===== src/rtl/arp_pkg.sv =====
// Shared ARP definitions: protocol constants, the arphdr layout and
// helpers that move it between wire byte order and the packed struct.
package arp_pkg;

  localparam logic [15:0] ETH_P_ARP     = 16'h0806;
  localparam logic [15:0] ARPHRD_ETHER  = 16'd1;
  localparam logic [15:0] ETH_P_IP      = 16'h0800;
  localparam logic [15:0] ARPOP_REQUEST = 16'd1;
  localparam logic [15:0] ARPOP_REPLY   = 16'd2;

  localparam int ARP_FRAME_BYTES = 42;
  localparam int ARP_TX_BYTES    = 60;
  localparam int ARP_HDR_W       = ARP_FRAME_BYTES * 8;
  localparam int ARP_TX_W        = ARP_TX_BYTES * 8;
  localparam int TX_BEATS        = 8;
  localparam int ARP_IMG_W       = TX_BEATS * 64;

  localparam logic [2:0] RX_MAX_BEAT  = 3'd6;
  localparam logic [2:0] TX_LAST_BEAT = 3'd7;
  localparam logic [7:0] TX_LAST_KEEP = 8'h0F;

  typedef struct packed {
    logic [47:0] h_dest;
    logic [47:0] h_source;
    logic [15:0] h_proto;
    logic [15:0] ar_hrd;
    logic [15:0] ar_pro;
    logic [7:0]  ar_hln;
    logic [7:0]  ar_pln;
    logic [15:0] ar_op;
    logic [47:0] sender_mac;
    logic [31:0] sender_ip;
    logic [47:0] target_mac;
    logic [31:0] target_ip;
  } arphdr_t;

  // Wire order: byte i sits at bits [8*i +: 8], same as AXIS tdata lanes.
  typedef logic [ARP_HDR_W-1:0] arp_wire_t;

  typedef enum logic {RX_IDLE = 1'b0, RX_CAPTURE = 1'b1} rx_state_t;
  typedef enum logic {TX_IDLE = 1'b0, TX_SEND = 1'b1} tx_state_t;

  // Wire byte 0 becomes the most significant byte of the struct.
  function automatic arphdr_t wire_to_hdr(input arp_wire_t w);
    logic [ARP_HDR_W-1:0] v;
    for (int i = 0; i < ARP_FRAME_BYTES; i++) begin
      v[ARP_HDR_W-1-8*i -: 8] = w[8*i +: 8];
    end
    return arphdr_t'(v);
  endfunction

  function automatic arp_wire_t hdr_to_wire(input arphdr_t h);
    logic [ARP_HDR_W-1:0] v;
    arp_wire_t            w;
    v = h;
    for (int i = 0; i < ARP_FRAME_BYTES; i++) begin
      w[8*i +: 8] = v[ARP_HDR_W-1-8*i -: 8];
    end
    return w;
  endfunction

  function automatic logic [3:0] popcount8(input logic [7:0] v);
    logic [3:0] c;
    c = '0;
    for (int i = 0; i < 8; i++) begin
      c = c + {3'b000, v[i]};
    end
    return c;
  endfunction

endpackage


===== src/rtl/arp_reply_tx.sv =====
// Holds one 60-byte ARP reply image and streams it onto the MAC TX
// AXI-Stream as eight 64-bit beats, the last one carrying four bytes.
module arp_reply_tx
  import arp_pkg::*;
(
  input  logic                clk156,
  input  logic                sys_rst_n,
  input  logic                load,
  input  logic [ARP_TX_W-1:0] reply_img,
  output logic                busy,
  output logic                tx_tvalid,
  input  logic                tx_tready,
  output logic [63:0]         tx_tdata,
  output logic [7:0]          tx_tkeep,
  output logic                tx_tlast
);

  tx_state_t            state_reg;
  logic [2:0]           beat_reg;
  logic [2:0]           beat_next;
  logic [ARP_IMG_W-1:0] image_reg;

  assign busy      = (state_reg != TX_IDLE);
  assign beat_next = beat_reg + 3'd1;

  // Outputs are registered and only move on a handshake, so they stay
  // stable for as long as the MAC holds tx_tready low.
  always_ff @(posedge clk156 or negedge sys_rst_n) begin
    if (!sys_rst_n) begin
      state_reg <= TX_IDLE;
      beat_reg  <= 3'd0;
      image_reg <= '0;
      tx_tvalid <= 1'b0;
      tx_tdata  <= '0;
      tx_tkeep  <= '0;
      tx_tlast  <= 1'b0;
    end else begin
      case (state_reg)
        TX_IDLE: begin
          if (load) begin
            image_reg <= {{(ARP_IMG_W-ARP_TX_W){1'b0}}, reply_img};
            state_reg <= TX_SEND;
            beat_reg  <= 3'd0;
            tx_tvalid <= 1'b1;
            tx_tdata  <= reply_img[63:0];
            tx_tkeep  <= 8'hFF;
            tx_tlast  <= 1'b0;
          end
        end
        TX_SEND: begin
          if (tx_tready) begin
            if (beat_reg == TX_LAST_BEAT) begin
              state_reg <= TX_IDLE;
              beat_reg  <= 3'd0;
              tx_tvalid <= 1'b0;
              tx_tdata  <= '0;
              tx_tkeep  <= '0;
              tx_tlast  <= 1'b0;
            end else begin
              beat_reg <= beat_next;
              tx_tdata <= image_reg[{beat_next, 6'd0} +: 64];
              tx_tkeep <= (beat_next == TX_LAST_BEAT) ? TX_LAST_KEEP : 8'hFF;
              tx_tlast <= (beat_next == TX_LAST_BEAT);
            end
          end
        end
      endcase
    end
  end

endmodule


===== src/rtl/arp_responder.sv =====
// Receive-side ARP responder: captures the first 42 bytes of each RX frame,
// qualifies ARP requests for local_ip on tlast and launches a padded reply.
module arp_responder
  import arp_pkg::*;
#(
  parameter int CNT_W = 16
) (
  input  logic             clk156,
  input  logic             sys_rst_n,
  input  logic [47:0]      local_mac,
  input  logic [31:0]      local_ip,
  input  logic             rx_tvalid,
  output logic             rx_tready,
  input  logic [63:0]      rx_tdata,
  input  logic [7:0]       rx_tkeep,
  input  logic             rx_tlast,
  input  logic             rx_tuser,
  output logic             tx_tvalid,
  input  logic             tx_tready,
  output logic [63:0]      tx_tdata,
  output logic [7:0]       tx_tkeep,
  output logic             tx_tlast,
  output logic [CNT_W-1:0] req_cnt,
  output logic [CNT_W-1:0] drop_cnt
);

  rx_state_t           rx_state_reg;
  logic [2:0]          beat_reg;
  logic [2:0]          beat_idx;
  arp_wire_t           cap_reg;
  arp_wire_t           cap_next;
  logic                rx_ready_reg;
  logic                rx_fire;
  arphdr_t             req_hdr;
  arphdr_t             reply_hdr;
  logic [ARP_TX_W-1:0] reply_img;
  logic                len_ok;
  logic                hdr_ok;
  logic                qualified;
  logic                tx_busy;
  logic                tx_load;
  logic [CNT_W-1:0]    req_cnt_reg;
  logic [CNT_W-1:0]    drop_cnt_reg;
  logic                unused_fields;

  assign rx_tready = rx_ready_reg;
  assign req_cnt   = req_cnt_reg;
  assign drop_cnt  = drop_cnt_reg;
  assign rx_fire   = rx_tvalid && rx_ready_reg;
  assign beat_idx  = (rx_state_reg == RX_IDLE) ? 3'd0 : beat_reg;

  // The current beat is merged in combinationally so the tlast beat can be
  // qualified in the same cycle it arrives.
  generate
    for (genvar gi = 0; gi < ARP_FRAME_BYTES; gi++) begin : g_cap
      assign cap_next[gi*8 +: 8] = (rx_fire && beat_idx == 3'(gi / 8))
                                   ? rx_tdata[(gi % 8)*8 +: 8]
                                   : cap_reg[gi*8 +: 8];
    end
  endgenerate

  assign req_hdr = wire_to_hdr(cap_next);

  // At least 42 bytes: tlast on beat 6 or later, or on beat 5 with >=2 bytes.
  assign len_ok = (beat_idx >= RX_MAX_BEAT) ||
                  ((beat_idx == RX_MAX_BEAT - 3'd1) && (popcount8(rx_tkeep) >= 4'd2));

  assign hdr_ok = (req_hdr.h_proto == ETH_P_ARP) &&
                  (req_hdr.ar_hrd == ARPHRD_ETHER) &&
                  (req_hdr.ar_pro == ETH_P_IP) &&
                  (req_hdr.ar_hln == 8'd6) &&
                  (req_hdr.ar_pln == 8'd4) &&
                  (req_hdr.ar_op == ARPOP_REQUEST) &&
                  (req_hdr.target_ip == local_ip);

  assign qualified = rx_fire && rx_tlast && !rx_tuser && len_ok && hdr_ok;
  assign tx_load   = qualified && !tx_busy;

  // Header fields the responder never needs to inspect.
  assign unused_fields = ^{req_hdr.h_dest, req_hdr.h_source, req_hdr.target_mac};

  always_comb begin
    reply_hdr            = '0;
    reply_hdr.h_dest     = req_hdr.sender_mac;
    reply_hdr.h_source   = local_mac;
    reply_hdr.h_proto    = ETH_P_ARP;
    reply_hdr.ar_hrd     = ARPHRD_ETHER;
    reply_hdr.ar_pro     = ETH_P_IP;
    reply_hdr.ar_hln     = 8'd6;
    reply_hdr.ar_pln     = 8'd4;
    reply_hdr.ar_op      = ARPOP_REPLY;
    reply_hdr.sender_mac = local_mac;
    reply_hdr.sender_ip  = local_ip;
    reply_hdr.target_mac = req_hdr.sender_mac;
    reply_hdr.target_ip  = req_hdr.sender_ip;
  end

  assign reply_img = {{(ARP_TX_W-ARP_HDR_W){1'b0}}, hdr_to_wire(reply_hdr)};

  always_ff @(posedge clk156 or negedge sys_rst_n) begin
    if (!sys_rst_n) begin
      rx_ready_reg <= 1'b0;
      rx_state_reg <= RX_IDLE;
      beat_reg     <= 3'd0;
      cap_reg      <= '0;
      req_cnt_reg  <= '0;
      drop_cnt_reg <= '0;
    end else begin
      rx_ready_reg <= 1'b1;
      cap_reg      <= cap_next;
      if (rx_fire) begin
        if (rx_tlast) begin
          rx_state_reg <= RX_IDLE;
          beat_reg     <= 3'd0;
        end else begin
          rx_state_reg <= RX_CAPTURE;
          if (beat_idx != RX_MAX_BEAT) begin
            beat_reg <= beat_idx + 3'd1;
          end
        end
      end
      if (qualified) begin
        req_cnt_reg <= req_cnt_reg + CNT_W'(1);
        if (tx_busy) begin
          drop_cnt_reg <= drop_cnt_reg + CNT_W'(1);
        end
      end
    end
  end

  arp_reply_tx u_reply_tx (
    .clk156    (clk156),
    .sys_rst_n (sys_rst_n),
    .load      (tx_load),
    .reply_img (reply_img),
    .busy      (tx_busy),
    .tx_tvalid (tx_tvalid),
    .tx_tready (tx_tready),
    .tx_tdata  (tx_tdata),
    .tx_tkeep  (tx_tkeep),
    .tx_tlast  (tx_tlast)
  );

endmodule


===== config.mk =====
export PLATFORM = sky130hd
export DESIGN_NAME = arp_responder
export DESIGN_NICKNAME = d
export VERILOG_FILES = /design/src/rtl/arp_pkg.sv /design/src/rtl/arp_reply_tx.sv /design/src/rtl/arp_responder.sv
export SDC_FILE = /design/constraint.sdc
export NUM_CORES = 1
export LEC_CHECK = 0
export CAP_MARGIN = 10
export CORE_MARGIN = 2
export CORE_UTILIZATION = 25
export CTS_CLUSTER_DIAMETER = 80
export CTS_CLUSTER_SIZE = 28
export DETAILED_ROUTE_END_ITERATION = 6
export GPL_TIMING_DRIVEN = 0
export SLEW_MARGIN = 20
export SYNTH_ARGS = -nofsm -noshare
export SYNTH_HDL_FRONTEND = slang
export SYNTH_SLANG_ARGS = --single-unit

===== constraint.sdc =====
create_clock -name clk156 -period 4.7 [get_ports clk156]
set_clock_uncertainty 0.2 [all_clocks]
set_input_delay 0.94 -clock clk156 [delete_from_list [all_inputs] [get_ports clk156]]
set_output_delay 0.94 -clock clk156 [all_outputs]
set_load 0.1 [all_outputs]

* Yosys cells after proc, flatten, opt, wreduce, memory -nomap -nowiden
Cells that the tools add are included.
** Storage, ports and cells
- Bits of input ports :: 158
- Output and inout bits :: 107
- Logic and storage cells :: 126
- Bits in registers :: 572
** Cells by class
- Add/subtract/negate cells :: 11
- Equal/unequal tests :: 18
- Reduce and logical (&&, ||, !) cells :: 27
- Bitwise gates (word level) :: 1
- Mux-type cells :: 53
- $lt $le $gt $ge :: 2
- Shift-type cells :: 1
** Operator list (number)
- 512-bit by 10-bit variable part select with 64-bit output :: 1
- 8-bit two-way mux :: 28
- 64-bit two-way mux :: 3
- 64-bit one-hot mux with 2 select lines :: 1
- 16-bit by 1-bit adder with 16-bit output (second input constant) :: 2
- 16-bit by 1-bit == test with 1-bit output (second input constant) :: 2
- 16-bit by 12-bit == test with 1-bit output (second input constant) :: 2
- 32-bit == test :: 1
- 1-bit logical AND :: 18
- 3-bit two-way mux :: 6
- 4-bit by 1-bit adder with 4-bit output :: 4
- 8-bit by 3-bit == test with 1-bit output (second input constant) :: 2
- 8-bit one-hot mux with 2 select lines :: 1
- 3-bit == test (second input constant) :: 4
- 1-bit two-way mux :: 10
- 2-bit AND reduction :: 4
- 3-bit by 1-bit adder with 3-bit output (second input constant) :: 2
- 3-bit by 2-bit == test with 1-bit output (second input constant) :: 2
- 2-bit inequality test (second input constant) :: 3
- 1-bit one-hot mux with 2 select lines :: 3
- 3-bit one-hot mux with 2 select lines :: 1
- 3-bit by 1-bit adder with 4-bit output :: 1
- 4-bit by 2-bit greater-or-equal comparator with 1-bit output (second input constant) :: 1
- 2-bit by 1-bit adder with 3-bit output :: 1
- 9 further kinds :: 10

* Logic depth before layout (Yosys ltp)
Gate-level depths: netlist of the first run.
- Depth in word-level cells :: 15
- Mapped depth :: 20
- Mapped depth without buffers :: 17

* Cells and area by module
From an unflattened synthesis of the first run, not the netlist that was laid out.
** Unflattened totals
- Cells, all modules :: 3631
- Area, all modules :: 35701.7 um2
** By module, submodules not included
- arp_reply_tx :: sequential area each 13813.2 um2, area an instance 25016.5 um2, times used 1, cells an instance 2770
- arp_responder :: sequential area each 5730.5 um2, area an instance 10685.2 um2, times used 1, cells an instance 861

* Worst setup path before layout of the first run
Ideal clock, no wire load.
- Path type :: input -> register
- Start :: input port rx_tkeep[0]
- End :: register u_reply_tx.image_reg[225]
- Setup time :: 125 ps
- Slack :: -544 ps
- Path buffers :: 3
- Data required time :: 4375 ps
- Arrival :: 4919 ps
- Stages :: 19
- Path through :: inv_1 fa_1 fa_1 fa_1 inv_1 ha_1 inv_1 fa_1 nor4bb_1 a221oi_1 nor3_1 nor4_1 nand4_1 nor4_1 nand3b_1 buf_2 buf_6 buf_6 mux2_4
** Between the ends
- Cells in the longest elaborated chain, start to end :: 14
** RTL lines
- start, declared :: RTL line arp_responder.sv:15 : input logic [7:0] rx_tkeep,
- 1-bit by 1-bit adder with 2-bit output :: RTL line arp_pkg.sv:66 : c = c + {3'b000, v[i]};
- 2-bit by 1-bit adder with 3-bit output :: RTL line arp_pkg.sv:66
- 3-bit by 1-bit adder with 4-bit output :: RTL line arp_pkg.sv:66
- 4-bit by 1-bit adder with 4-bit output (4 in a row) :: RTL line arp_pkg.sv:66
- 4-bit by 2-bit greater-or-equal comparator with 1-bit output :: RTL line arp_responder.sv:66 : ((beat_idx == RX_MAX_BEAT - 3'd1) && (popcount8(rx_tkeep) >= 4'd2));
- 1-bit logical AND :: RTL line arp_responder.sv:66
- 1-bit logical OR :: RTL line arp_responder.sv:65 : assign len_ok = (beat_idx >= RX_MAX_BEAT) ||
- 1-bit logical AND (2 in a row) :: RTL line arp_responder.sv:76 : assign qualified = rx_fire && rx_tlast && !rx_tuser && len_ok && hdr_ok;
- 1-bit logical AND :: RTL line arp_responder.sv:77 : assign tx_load = qualified && !tx_busy;
- 2-bit AND reduction (no source line)
- end signal, assigned :: RTL line arp_reply_tx.sv:41 : image_reg <= {{(ARP_IMG_W-ARP_TX_W){1'b0}}, reply_img};
- end, declared :: RTL line arp_reply_tx.sv:21 : logic [ARP_IMG_W-1:0] image_reg;
Every way passes these cells.
A chain may end at the register's enable or synchronous reset.

* Worst setup path after layout of the first run
- Start :: input port rx_tkeep[3]
- End :: register u_reply_tx.tx_tdata[30]
** Between the ends
- Cells in the longest elaborated chain, start to end :: 13
** RTL lines
- 3-bit by 1-bit adder with 4-bit output :: RTL line arp_pkg.sv:66
- 4-bit by 1-bit adder with 4-bit output (4 in a row) :: RTL line arp_pkg.sv:66
- 4-bit by 2-bit greater-or-equal comparator with 1-bit output :: RTL line arp_responder.sv:66
- 1-bit logical AND :: RTL line arp_responder.sv:66
- 1-bit logical OR :: RTL line arp_responder.sv:65
- 1-bit logical AND (2 in a row) :: RTL line arp_responder.sv:76
- 1-bit logical AND :: RTL line arp_responder.sv:77
- 2-bit inequality test (no source line)
- 2-bit AND reduction (no source line)
- end signal, assigned :: RTL line arp_reply_tx.sv:45 : tx_tdata <= reply_img[63:0];
- end signal, assigned :: RTL line arp_reply_tx.sv:61 : tx_tdata <= image_reg[{beat_next, 6'd0} +: 64];
- end, declared :: RTL line arp_reply_tx.sv:13 : output logic [63:0] tx_tdata,
Every way passes these cells.

==> summary by stage, run 1 <==
Global routing
Entering global routing, the biggest net connects 93 pins. The first-pass GRT wire length is 113 mm. The overall overflow remaining after global route is 0.

The met3 track demand over resource in global routing is 4.79%. The met1 usage in global routing is 23.3%. Global routing consumed, on the met2 layer, 29.5% of the routing resources. The initial antenna violation count is 28. The via count of the first global-routing pass was 15916.

The peak-usage layer in the global routing report is met2. The global-route usage over all layers is 17.7%.

Synthesis
The biggest area consumer among synthesized cells is dfrtp_1. The number of instances in the synthesized netlist is 1728. Synthesis produced a netlist with a net count of 1903. The synthesized design devotes to its leading area cell type 55.1% of total area. The share of synthesized registers carrying an async set or reset is 100%. The Yosys step of the flow raised 0 warnings. The most repeated cell in the gate-level netlist after synthesis is dfrtp_1.

The average instance area after synthesis is 12.1 sq um. The top flip-flop cell by instance count after synthesis is dfrtp_1. The sequential share of the synthesized area is 55.1%. Sorting the synthesized cells by area gives the leading types as dfrtp_1, mux2_2, mux2_4. The count of flip-flops with a built-in enable after synthesis is 0.

The synthesized design contains 462 register bits. The count of unique library cells instantiated by Yosys is 65. Counting instances in the post-synthesis netlist gives the leading cell types as dfrtp_1, mux2_2, nand2_1, o21ai_0, mux2_4.

The cell area that synthesis handed to floorplanning was 0.0210 sq mm.

Timing
The share of the clock period used by the worst path is 114%. The final max-slew violation count is 0. The slew at the pin closest to its max-slew limit is 1.24 ns. The final-report setup violation count is 265.

The routed design could run at a clock period as short as 5.36 ns. Setup repair after global routing could not meet its margin everywhere. The hold violation count in the final report was 0. The tightest slew margin relative to the limit is 17.3%. Across all setup checks in the final design, the least slack found is -0.656 ns.

The achievable clock frequency is 0.187 GHz.

Floorplanning
The initial standard-cell utilization of the core is 25.2%. The die footprint is 0.0863 sq mm. From bottom edge to top edge, the die measures 294 um. The horizontal extent of the die is 294 um. The placeable core region is 0.0834 sq mm. In this run the count of I/O pins placed on the die edge is 265. The floorplan has 106 rows.

Layout
At the end of the flow, the number of nets in the layout was 2233. The number of flip-flops under the largest register name is 192. The count of cells in the finished layout, fillers not included, comes to 3162. The layout cell share with drive strength beyond 1 is 25.8%. Measured on the finished design, the core utilization comes to 33.5%.

The layout overhead on the synthesized area is 33.2%.

Job
The number of maximum-capacitance violations is 0.

Clock network
Clock-pin slew was measured on the worst setup and hold paths at 0.11 ns. The TritonCTS sink count is 462. The clock passes through at most 3 buffers. The worst-skew pair later-pin latency is 0.64 ns. TritonCTS created 28 clock buffers. The total number of H-tree levels is 1.

Clock tree synthesis selected as its root buffer the cell clkbuf_16. TritonCTS built the clock tree.

Worst setup path
STA puts the critical path data arrival time at 5.67 ns. The peak fanout along the critical path is 6. Data on the critical path is required at its endpoint by 5.02 ns. The critical path is of the in2reg type.

The startpoint class of the critical path is an input pin. The kind of end point of the critical path is a flop.

Power
The maximum vdd drop is 287 uV. The total power after layout is 0.00846 W. The leakage component of the power is 13.1 nW. The power density over cell area is 303 mW/mm^2.

Drt
The residual DRC count is 0. The number of detailed-route iterations in the first pass is 5. Dividing the detail-routed wire length by the instance count gives 25.4 um. The count of nets left with antenna violations once routing finished came out at 0.

The via count normalized by instance count is 4.94. The first routing iteration left 1054 violations. The final layout contains routed wiring with a total length of 80.3 mm.

The number of vias after detailed routing is 15635.

Outcome
The final reports fail on negative setup slack. The run finished, with violations left.

Placement
The congestion estimate from routability-driven global placement came to 0.881. The wire-length estimate of the detail-placed layout is 59.0 mm. The number of placed instances, taps included, is 3077.

Buffers placed on the I/O ports in this run total 264.

Worst hold path
The type of the tightest min-delay check is in2async.
-- repair_timing --
item,CTS,global route
pin swaps,9,13
buffers inserted,7,7
endpoints found under the setup margin,265,265
hold buffers,0,0
gates cloned,8,14
gates resized for setup,92,111
-- path summary, 6_finish.rpt --
check / from / slack [ns] / depth (start not counted) / to
worst max register to register: rx_state_reg$_DFFE_PN0P_ / -0.16 / 18 / u_reply_tx.tx_tdata[30]$_DFFE_PN0P_
worst min register to register: req_cnt[15]$_DFFE_PN0P_ / 0.28 / 1 / req_cnt[15]$_DFFE_PN0P_
worst max-delay path: rx_tkeep[3] / -0.66 / 22 / u_reply_tx.tx_tdata[30]$_DFFE_PN0P_
max in group asynchronous: sys_rst_n / 2.54 / 4 / u_reply_tx.image_reg[276]$_DFFE_PN0P_
min in group clk156: req_cnt[15]$_DFFE_PN0P_ / 0.28 / 1 / req_cnt[15]$_DFFE_PN0P_
worst min-delay path: sys_rst_n / 0.01 / 1 / u_reply_tx.tx_tdata[58]$_DFFE_PN0P_
-- routing by layer --
layer  part of all wire (%)  routed length [um]
met2                     47               37900
met4                    2.4                1890
met3                    7.7                6190
met1                     42               34000
met5                   0.38                 309
-- area by class of cell --
cell class	instances	area, sq um
Sequential cell	462	11600
Inverter	69	267
Fill cell	8126	55500
Tap cell	1080	1350
Multi-Input combinational cell	1085	9290
Antenna cell	3	7.51
Buffer	110	941
Timing Repair Buffer	302	3430
Clock inverter	21	373
Clock buffer	30	728
-- worst max-delay path: stages --
cell and delay (ns):
buf_6 0.07, inv_2 0.03, fa_1 0.56, fa_1 0.46, fa_1 0.46, inv_1 0.08, ha_2 0.18, inv_2 0.05
fa_2 0.47, nor4bb_4 0.18, a221oi_4 0.30, nor3_2 0.10, nor4_2 0.15, nand4_1 0.25, nor4_4 0.33, nand3b_1 0.20
buf_8 0.21, buf_6 0.14, buf_16 0.14, clkbuf_16 0.17, o21ai_4 0.15, a2bb2oi_2 0.07
-- logic make-up after synthesis --
logic type,share of synthesized area (%)
other cells,0.0179
compound gates,10.7
xor+xnor,1.67
fa+ha+maj,1.16
buf+inv,3.96
mux,18.1
flops,55.1
simple gates,9.37
-- metrics by stage --
stage | setup slack, ns | hold slack, ns | TNS (ns) | area (sq um)
global route | -0.830 | 0.0325 | -187.76 | 27900
CTS | -0.778 | 0.0159 | -169.45 | 27200
detailed placement | -2.54 | 0.268 | -586.71 | 25500
finish | -0.656 | 0.0106 | -145.32 | 27900
floorplan | -0.428 | 0.242 | -89.34 | 21400
global placement | -17.96 | 0.260 | -8843.87 | 25400
-- cell usage in the layout (no fill, tap or decap), types with 14 or more instances in the layout --
master             n
dfrtp_1          462
clkdlybuf4s50_1  256
mux2_2           190
nand2_1          139
mux2_4            85
nor2_1            66
inv_1             65
a22oi_1           54
o21ai_0           53
clkbuf_1          49
clkbuf_16         46
xnor2_1           38
mux2i_1           37
a21oi_1           36
o21ai_1           28
o221a_4           24
buf_12            23
a2bb2oi_2         21
nand3_1           18
nand4_1           18
nor2b_1           18
o31ai_1           17
nor4_1            17
nand2b_1          16
buf_4             15
nand3_2           15
and3_1            14
-- power by group --
| group | switching (W) | total [W] | internal, W |
|---|---|---|---|
| logic | 0.000520 | 0.000995 | 0.000475 |
| registers | 0.000139 | 0.00442 | 0.00428 |
| clock network | 0.00169 | 0.00305 | 0.00136 |
| total | 0.00235 | 0.00846 | 0.00612 |
No activity file was read; power rests on OpenSTA's default activity.
==> inputs of run 2 (changes only) <==
--- a/config.mk
+++ b/config.mk
@@ -7,11 +7,12 @@
 export LEC_CHECK = 0
 export CAP_MARGIN = 10
 export CORE_MARGIN = 2
-export CORE_UTILIZATION = 25
+export CORE_UTILIZATION = 50
 export CTS_CLUSTER_DIAMETER = 80
-export CTS_CLUSTER_SIZE = 28
 export DETAILED_ROUTE_END_ITERATION = 6
 export GPL_TIMING_DRIVEN = 0
+export HOLD_SLACK_MARGIN = 0.15
+export PLACE_DENSITY = 0.73
 export SLEW_MARGIN = 20
 export SYNTH_ARGS = -nofsm -noshare
 export SYNTH_HDL_FRONTEND = slang
==> run 2 against run 1 <==
Cell count down 16%. Sequential power about the same. Fmax down 2.5%. Global-route usage up 13 points. Utilization up 34 points. Flip-flop and latch count unchanged. The run still ends with negative setup slack left. Sequential share of layout area about the same. Highest routed layer unchanged. Final area up 0.11%. Worst hold slack better by 0.26 ns. Die area down 49%. Critical path depth down 2. Critical endpoint is now u_reply_tx.image_reg[303]$_DFFE_PN0P_. Clock power up 30%.
==> summary by stage, run 2 (synthesized netlist as in run 1, its figures left out) <==
Outcome
The run finished, with violations left. The final reports fail on negative setup slack.

Drt
The via count normalized by instance count came to 5.97 (+21%). The iteration-0 DRC count of the detailed router is 1155 (+9.6%). The number of nets with antenna violations after routing is 0 (unchanged).

The average wire per cell in the routed design is 25.6 um (+0.90%). The final wirelength is 68.3 mm (-15%). The number of detailed-route iterations in the first pass is 5 (unchanged). The number of vias after detailed routing is 15932 (+1.9%).

The residual DRC count is 0 (unchanged).

Global routing
The maximum number of pins on one net before global-route repair is 93 (unchanged). The initial antenna violation count is 8 (-71%). The overall overflow remaining after global route was 0 (unchanged). The via count of the first global-routing pass is 16168 (+1.6%). The first-pass GRT wire length was 102 mm (-9.3%). The global-route usage over all layers is 31.1% (+13 points).

Worst setup path
The worst path required time is 4.97 ns (-0.05 ns). In this run the critical register-to-register path is captured at u_reply_tx.image_reg[303]$_DFFE_PN0P_. The kind of end point of the critical path is a flop. The setup path with the least slack is of type in2reg.

The instance count on the critical path is 20 (-9.1%). The number of cells traversed by the worst register-to-register path is 15 (-3). The cell type of the slowest stage on the worst timing path is fa_1.

In this run the critical register-to-register path is launched from rx_state_reg$_DFFE_PN0P_. Among cell families on the critical path, the largest total delay comes from adder cells. The setup slack of the worst register-to-register path is -0.14 ns (+0.02 ns). The largest stage delay on the critical path came to 0.57 ns (about the same).

The peak fanout along the critical path is 7 (+1). The worst endpoint data arrival time was 5.77 ns (+0.10 ns). The cell repeated most along the worst path is fa_1.

The buffer and inverter count on the worst path came to 8 (unchanged). The worst setup path is launched from an input pin. The signal on the critical path passes through buf_8 > inv_8 > fa_1 > fa_1 > fa_1 > inv_2 > ha_4 > inv_2 > fa_2 > buf_4 > a221oi_2 > nor3_2 > nor4_2 > nand4_1 > nor4_4 > nand3b_1 > buf_6 > buf_12 > bufbuf_16 > mux2_4.

Clock network
The CTS clock-pin slew for the worst setup and hold paths is 0.06 ns (-0.05 ns). The TritonCTS sink count is 462 (unchanged). The tree is rooted in a clkbuf_16. The total clock buffers created by CTS is 49 (+75%). The CTS tree is done. The total number of H-tree levels is 2 (+1). The worst-case clock buffer depth was 3 (unchanged).

The worst-skew pair later-pin latency came to 0.60 ns (-0.04 ns).

Worst hold path
The hold-critical path depth is 1. The type of the tightest min-delay check is reg2reg. The worst hold path terminates at req_cnt[15]$_DFFE_PN0P_.

The startpoint identified for the worst hold timing path is req_cnt[15]$_DFFE_PN0P_.

Timing
The achievable clock frequency is 0.182 GHz (-2.5%). The least setup slack across all paths after layout came to -0.793 ns (-0.137 ns). The minimum hold slack is 0.275 ns (+0.265 ns).

The hold violation count in the final report was 0 (unchanged). Setup repair after global routing could not meet its margin everywhere. The tightest slew margin relative to the limit is 23.1% (+5.9 points). The final-report setup violation count is 265 (unchanged). The final max-slew violation count came to 0 (unchanged). The minimum clock period came to 5.49 ns (+0.137 ns). The share of the clock period used by the worst path is 117% (+2.9 points). The total negative slack came to -172.94 ns (-27.62 ns). The slew at the pin closest to its max-slew limit is 1.14 ns (-0.0967 ns).

Layout
The number of flip-flops under the largest register name is 192 (unchanged). The fill cell total of the finished layout is 3045 (-63%). Leaving out fill and tap cells, the most frequent cell in the layout is dfrtp_1. The top cell types in the final layout, fill and taps aside, are dfrtp_1, clkdlybuf4s50_1, mux2_2, nand2_1, mux2_4. The layout cell share with drive strength beyond 1 is 26.6% (+0.84 points). The area growth from synthesis to layout is 33.3%. The net count of the finished layout came to 2263 (+1.3%).

Floorplanning
The placeable core region was 0.0417 sq mm (-50%). The horizontal extent of the die came to 209 um (-29%). The number of I/O pins is 265 (unchanged). The die footprint is 0.0436 sq mm (-49%). The initial standard-cell utilization of the core was 50.4% (+25 points). The vertical extent of the die is 209 um (-29%). The number of cell rows is 75 (-29%).

Power
The maximum vdd drop came to 401 uV (+40%). The share of power burned in the clock network is 42.3% (+6.3 points). The leakage component of the power was 13.5 nW (+3.1%). The switching power share of the total is 24.5% (-3.2 points).

The total power after layout was 0.00934 W (+10%). The part of the total power dissipated in combinational logic is 10.3% (-1.5 points). The relative contribution of sequential cells to total power is 47.4% (-4.8 points).

The power density over cell area came to 334 mW/mm^2 (+10%). The internal portion of total power came to 0.00705 W (+15%). The switching power total was 0.00229 W (-2.3%).

Placement
The detailed-placement wirelength estimate is 47.9 mm (-19%). The final RePlAce weighted congestion is 0.942 (+6.8%). The number of input and output port buffers inserted is 264 (unchanged).

Job
The number of maximum-capacitance violations is 0 (unchanged).
run 2: cell types whose count changed in the layout (fill, tap and decap cells not counted), moves of 7 or more:
cell       delta
clkbuf_16    +15
clkinv_2     +13
clkbuf_1     +12
o21ai_4      -10
a2bb2oi_1     -8
a2bb2oi_2     +8
clkbuf_8      +7
nand3_2       -7
nand3_4       +7
o21ai_1       +7
run 2: how the worst max path moves through the flow:
stage,slack [ns],to,from
final,-0.79,u_reply_tx.image_reg[303]$_DFFE_PN0P_,rx_tkeep[0]
after global routing,-0.91,u_reply_tx.image_reg[304]$_DFFE_PN0P_,rx_tkeep[0]
after CTS,-0.88,u_reply_tx.image_reg[275]$_DFFE_PN0P_,rx_tkeep[0]
after detailed placement,-2.39,u_reply_tx.tx_tdata[15]$_DFFE_PN0P_,rx_tkeep[0]
after global placement,-17.47,u_reply_tx.image_reg[194]$_DFFE_PN0P_,sys_rst_n
after floorplan,-0.43,u_reply_tx.image_reg[239]$_DFFE_PN0P_,rx_tkeep[0]
run 2: power by group through the flow:
stage / Combinational (W) / Clock (W) / Sequential, W
detailed placement: 0.000917 / 0 / 0.00449
floorplan: 0.000479 / 0 / 0.00445
CTS: 0.000950 / 0.00397 / 0.00442
finish: 0.000965 / 0.00395 / 0.00443
global placement: 0.000872 / 0 / 0.00449
global route: 0.00105 / 0.00415 / 0.00446
run 2: area by class of cell:
| class | count | area, sq um | area share, % |
|---|---|---|---|
| sequential | 462 | 11600 | 41.3 |
| multi-input combinational | 1085 | 9360 | 33.4 |
| timing repair buffer | 314 | 3600 | 12.9 |
| clock buffer | 67 | 1350 | 4.84 |
| buffer | 107 | 903 | 3.23 |
| tap | 539 | 674 | 2.41 |
| inverter | 69 | 267 | 0.953 |
| clock inverter | 22 | 250 | 0.894 |
| antenna | 3 | 7.51 | 0.0268 |
run 2: what timing repair did:
| action | 4_1_cts | 5_1_grt |
|---|---|---|
| hold buffers | 1 | 0 |
| endpoints found under the setup margin | 265 | 265 |
| cloned | 13 | 10 |
| hold endpoints to repair | 10 | 0 |
| gates resized for setup | 147 | 59 |
| buffers inserted | 15 | 10 |
| pin swaps | 5 | 18 |
run 2: through the flow:
stage	utilization [%]	cell area [sq um]	worst slack, ns	instances
finish	67.1	28000	-0.793	2668
global route	67.1	28000	-0.914	2667
CTS	66.0	27500	-0.882	2651
detailed placement	59.7	24900	-2.39	2536
global placement	59.3	24700	-17.47	2531
floorplan	-	21400	-0.428	1728
run 2: layer usage:
metal | wire, um | track usage [%] | share of wire [%]
met1 | 28100 | 41.7 | 41
met3 | 5460 | 7.02 | 8.0
met4 | 2810 | 12.8 | 4.1
met2 | 31900 | 49.4 | 47
met5 | 71 | 0 | 0.10
==> inputs of run 3 (changes only) <==
--- a/config.mk
+++ b/config.mk
@@ -7,12 +7,11 @@
 export LEC_CHECK = 0
 export CAP_MARGIN = 10
 export CORE_MARGIN = 2
-export CORE_UTILIZATION = 50
+export CORE_UTILIZATION = 25
 export CTS_CLUSTER_DIAMETER = 80
 export DETAILED_ROUTE_END_ITERATION = 6
 export GPL_TIMING_DRIVEN = 0
 export HOLD_SLACK_MARGIN = 0.15
-export PLACE_DENSITY = 0.73
 export SLEW_MARGIN = 20
 export SYNTH_ARGS = -nofsm -noshare
 export SYNTH_HDL_FRONTEND = slang
==> run 3 against run 2 <==
The run still ends with negative setup slack left. Final area up 4.1%. Combinational power up 3.2%. Critical path depth up 1. Cell count up 21%. Fmax up 1.4%. First-iteration DRC count down 14%. Flip-flop and latch count unchanged. Clock-buffer cell count up 5. Register-to-register slack worse by 0.07 ns. Total power up 5.9%. Sequential share of layout area down 1.6 points. Critical path type unchanged.
==> summary by stage, run 3 (synthesized netlist as in run 1, its figures left out) <==
Placement
The number of placed cells counting well taps was 3077 (+21%). The detailed-placement wirelength estimate came to 59.0 mm (+23%). The number of input and output port buffers inserted is 264 (unchanged).

The final RePlAce weighted congestion is 0.881 (-6.4%).

Outcome
The run finished, with violations left. The checks that failed: negative setup slack.

Floorplanning
The die footprint is 0.0863 sq mm (+98%). The number of I/O pins is 265 (unchanged). The number of cell rows came to 106 (+41%). The horizontal extent of the die is 294 um (+41%).

The vertical extent of the die is 294 um (+41%). The initial standard-cell utilization of the core was 25.2% (-25 points). The placeable core region is 0.0834 sq mm (+100%).

Power
The leakage component of the power was 13.7 nW (+0.91%). The power density over cell area came to 340 mW/mm^2 (+1.8%). The maximum vdd drop is 254 uV (-37%).

Worst setup path
In this run the critical register-to-register path is captured at u_reply_tx.image_reg[300]$_DFFE_PN0P_. The worst setup path startpoint is rx_tkeep[0]. The launching point of the worst reg2reg path is rx_state_reg$_DFFE_PN0P_.

The worst endpoint data arrival time is 5.70 ns (-0.07 ns). The worst setup path is captured at a flop. The setup slack of the worst register-to-register path is -0.21 ns (-0.07 ns). The worst setup path is of the in2reg kind.

The peak fanout along the critical path is 10 (+3). The worst path required time came to 4.99 ns (+0.02 ns). The number of cells traversed by the worst register-to-register path is 15 (unchanged). The critical path ends at u_reply_tx.image_reg[300]$_DFFE_PN0P_.

STA classifies the critical path startpoint as an input pin.

Layout
The library cell used most frequently in the layout, excluding fill and tap cells, is dfrtp_1. The area used by sequential logic in the layout is 0.0116 sq mm (unchanged). The final cell count without fillers is 3222 (+21%).

The layout overhead on the synthesized area is 38.8%. The net count of the finished layout is 2267 (+0.18%). The number of flip-flops under the largest register name was 192 (unchanged). The fill cell total of the finished layout is 8021 (+160%).

The area of the multi-input gates is 0.00950 sq mm (+1.5%). The share of the core filled with cells was 34.9% (-32 points). The layout cell share with drive strength beyond 1 is 29.1% (+2.5 points).

In the layout the commonest cells are dfrtp_1, clkdlybuf4s50_1, mux2_2, nand2_1, mux2_4.

Clock network
The worst-skew pair later-pin latency is 0.64 ns (+0.04 ns). The root buffer cell is clkbuf_16. TritonCTS built the clock tree. The CTS clock-pin slew for the worst setup and hold paths came to 0.06 ns (about the same). The TritonCTS sink count is 462 (unchanged).

The worst-case clock buffer depth was 3 (unchanged). The total number of H-tree levels is 2 (unchanged). The total clock buffers created by CTS is 55 (+12%).

Timing
The tightest slew margin relative to the limit is 19.0% (-4.2 points). The minimum clock period is 5.42 ns (-0.0751 ns). The final max-slew violation count was 0 (unchanged). The hold violation count in the final report is 0 (unchanged). The share of the clock period used by the worst path is 115% (-1.6 points). Setup repair after global routing could not meet its margin everywhere. The slew at the pin closest to its max-slew limit is 1.21 ns (+0.0675 ns). The achievable clock frequency is 0.185 GHz (+1.4%). The least setup slack across all paths after layout is -0.718 ns (+0.0751 ns). The final-report setup violation count is 265 (unchanged).

Job
The number of maximum-capacitance violations was 0 (unchanged).

Global routing
The global-route usage over all layers is 18.2% (-13 points). The overall overflow remaining after global route is 0 (unchanged). The initial antenna violation count is 29 (+21). The via count of the first global-routing pass is 16395 (+1.4%).

The first-pass GRT wire length came to 115 mm (+13%). The maximum number of pins on one net before global-route repair is 93 (unchanged).

Worst hold path
The type of the tightest min-delay check is reg2reg.

Drt
The number of nets with antenna violations after routing was 0 (unchanged). The number of vias after detailed routing came to 15813 (-0.75%). The number of detailed-route iterations in the first pass is 5 (unchanged). The iteration-0 DRC count of the detailed router is 998 (-14%).

The average wire per cell in the routed design is 24.9 um (-2.8%). The via count normalized by instance count was 4.91 (-18%). The residual DRC count was 0 (unchanged). The final wirelength came to 80.2 mm (+17%).
-- run 3: changes by cell type in the layout (fill, tap and decap cells not counted), sizes merged --
cell | before | now
bufbuf | 3 | 0
buf | 90 | 95
clkbuf | 134 | 138
clkinvlp | 2 | 3
clkinv | 13 | 17
clkdlybuf4s50 | 260 | 257
diode | 3 | 4
bufinv | 5 | 6
inv | 71 | 74
-- run 3: final cells by class --
type | instances | share of cell area [%]
sequential | 462 | 39.7
multi-input combinational | 1085 | 32.6
timing repair buffer | 307 | 12.0
clock buffer | 72 | 5.29
tap | 1080 | 4.64
buffer | 112 | 3.59
clock inverter | 31 | 1.22
inverter | 69 | 0.915
antenna | 4 | 0.0344
-- run 3: metal layers --
layer / vias up / track usage (%) / wire, um
met2: 521 / 29.9 / 38000
met4: 48 / 5.25 / 2060
met3: 152 / 4.87 / 5710
met1: 8160 / 23.4 / 34100
li1: 6932 / - / -
met5: - / 0 / 293
-- run 3: how the worst min path moves through the flow --
stage | from | endpoint | slack [ns] | cells past startpoint
2_1_floorplan | cap_reg[131]$_DFF_PN0_ | cap_reg[131]$_DFF_PN0_ | 0.24 | 2
3_3_place_gp | cap_reg[131]$_DFF_PN0_ | cap_reg[131]$_DFF_PN0_ | 0.26 | 2
3_5_place_dp | cap_reg[131]$_DFF_PN0_ | cap_reg[131]$_DFF_PN0_ | 0.27 | 2
4_1_cts | cap_reg[131]$_DFF_PN0_ | cap_reg[131]$_DFF_PN0_ | 0.28 | 2
5_1_grt | cap_reg[131]$_DFF_PN0_ | cap_reg[131]$_DFF_PN0_ | 0.30 | 2
6_report | req_cnt[15]$_DFFE_PN0P_ | req_cnt[15]$_DFFE_PN0P_ | 0.28 | 1
-- run 3: worst max-delay path, cell delays in order --
cell and delay [ns]:
buf_8 0.08, inv_8 0.02, fa_1 0.54, fa_1 0.45, fa_1 0.50, inv_1 0.05, ha_2 0.17, inv_2 0.06
fa_2 0.44, nor4bb_4 0.18, a221oi_4 0.31, nor3_2 0.08, nor4_2 0.22, nand4_1 0.23, nor4_4 0.31, nand3b_1 0.18
buf_6 0.18, buf_12 0.13, buf_12 0.15, buf_12 0.16, mux2_4 0.30
-- run 3: stage by stage --
step | hold slack (ns) | setup TNS (ns) | instance area (sq um) | setup slack, ns | total power (W)
2_1_floorplan | 0.242 | -89.34 | 21400 | -0.428 | 0.00493
3_3_place_gp | 0.260 | -8843.87 | 25400 | -17.96 | 0.00539
3_5_place_dp | 0.268 | -586.71 | 25500 | -2.54 | 0.00545
4_1_cts | 0.282 | -186.23 | 28600 | -0.814 | 0.00997
5_1_grt | 0.298 | -185.76 | 29100 | -0.824 | 0.0102
6_report | 0.277 | -155.50 | 29100 | -0.718 | 0.00990
-- run 3: what timing repair did --
action	in CTS	in global routing
endpoints found under the setup margin	265	265
gates cloned	13	9
resized for setup	181	95
buffers inserted	14	3
hold buffers	1	0
pin swaps	19	7
hold endpoints to repair	57	0
-- run 3: power by group --
| group | internal, W | switching (W) | leakage [nW] |
|---|---|---|---|
| registers | 0.00429 | 0.000139 | 6.32 |
| logic | 0.000474 | 0.000521 | 6.40 |
| clock network | 0.00265 | 0.00182 | 0.939 |
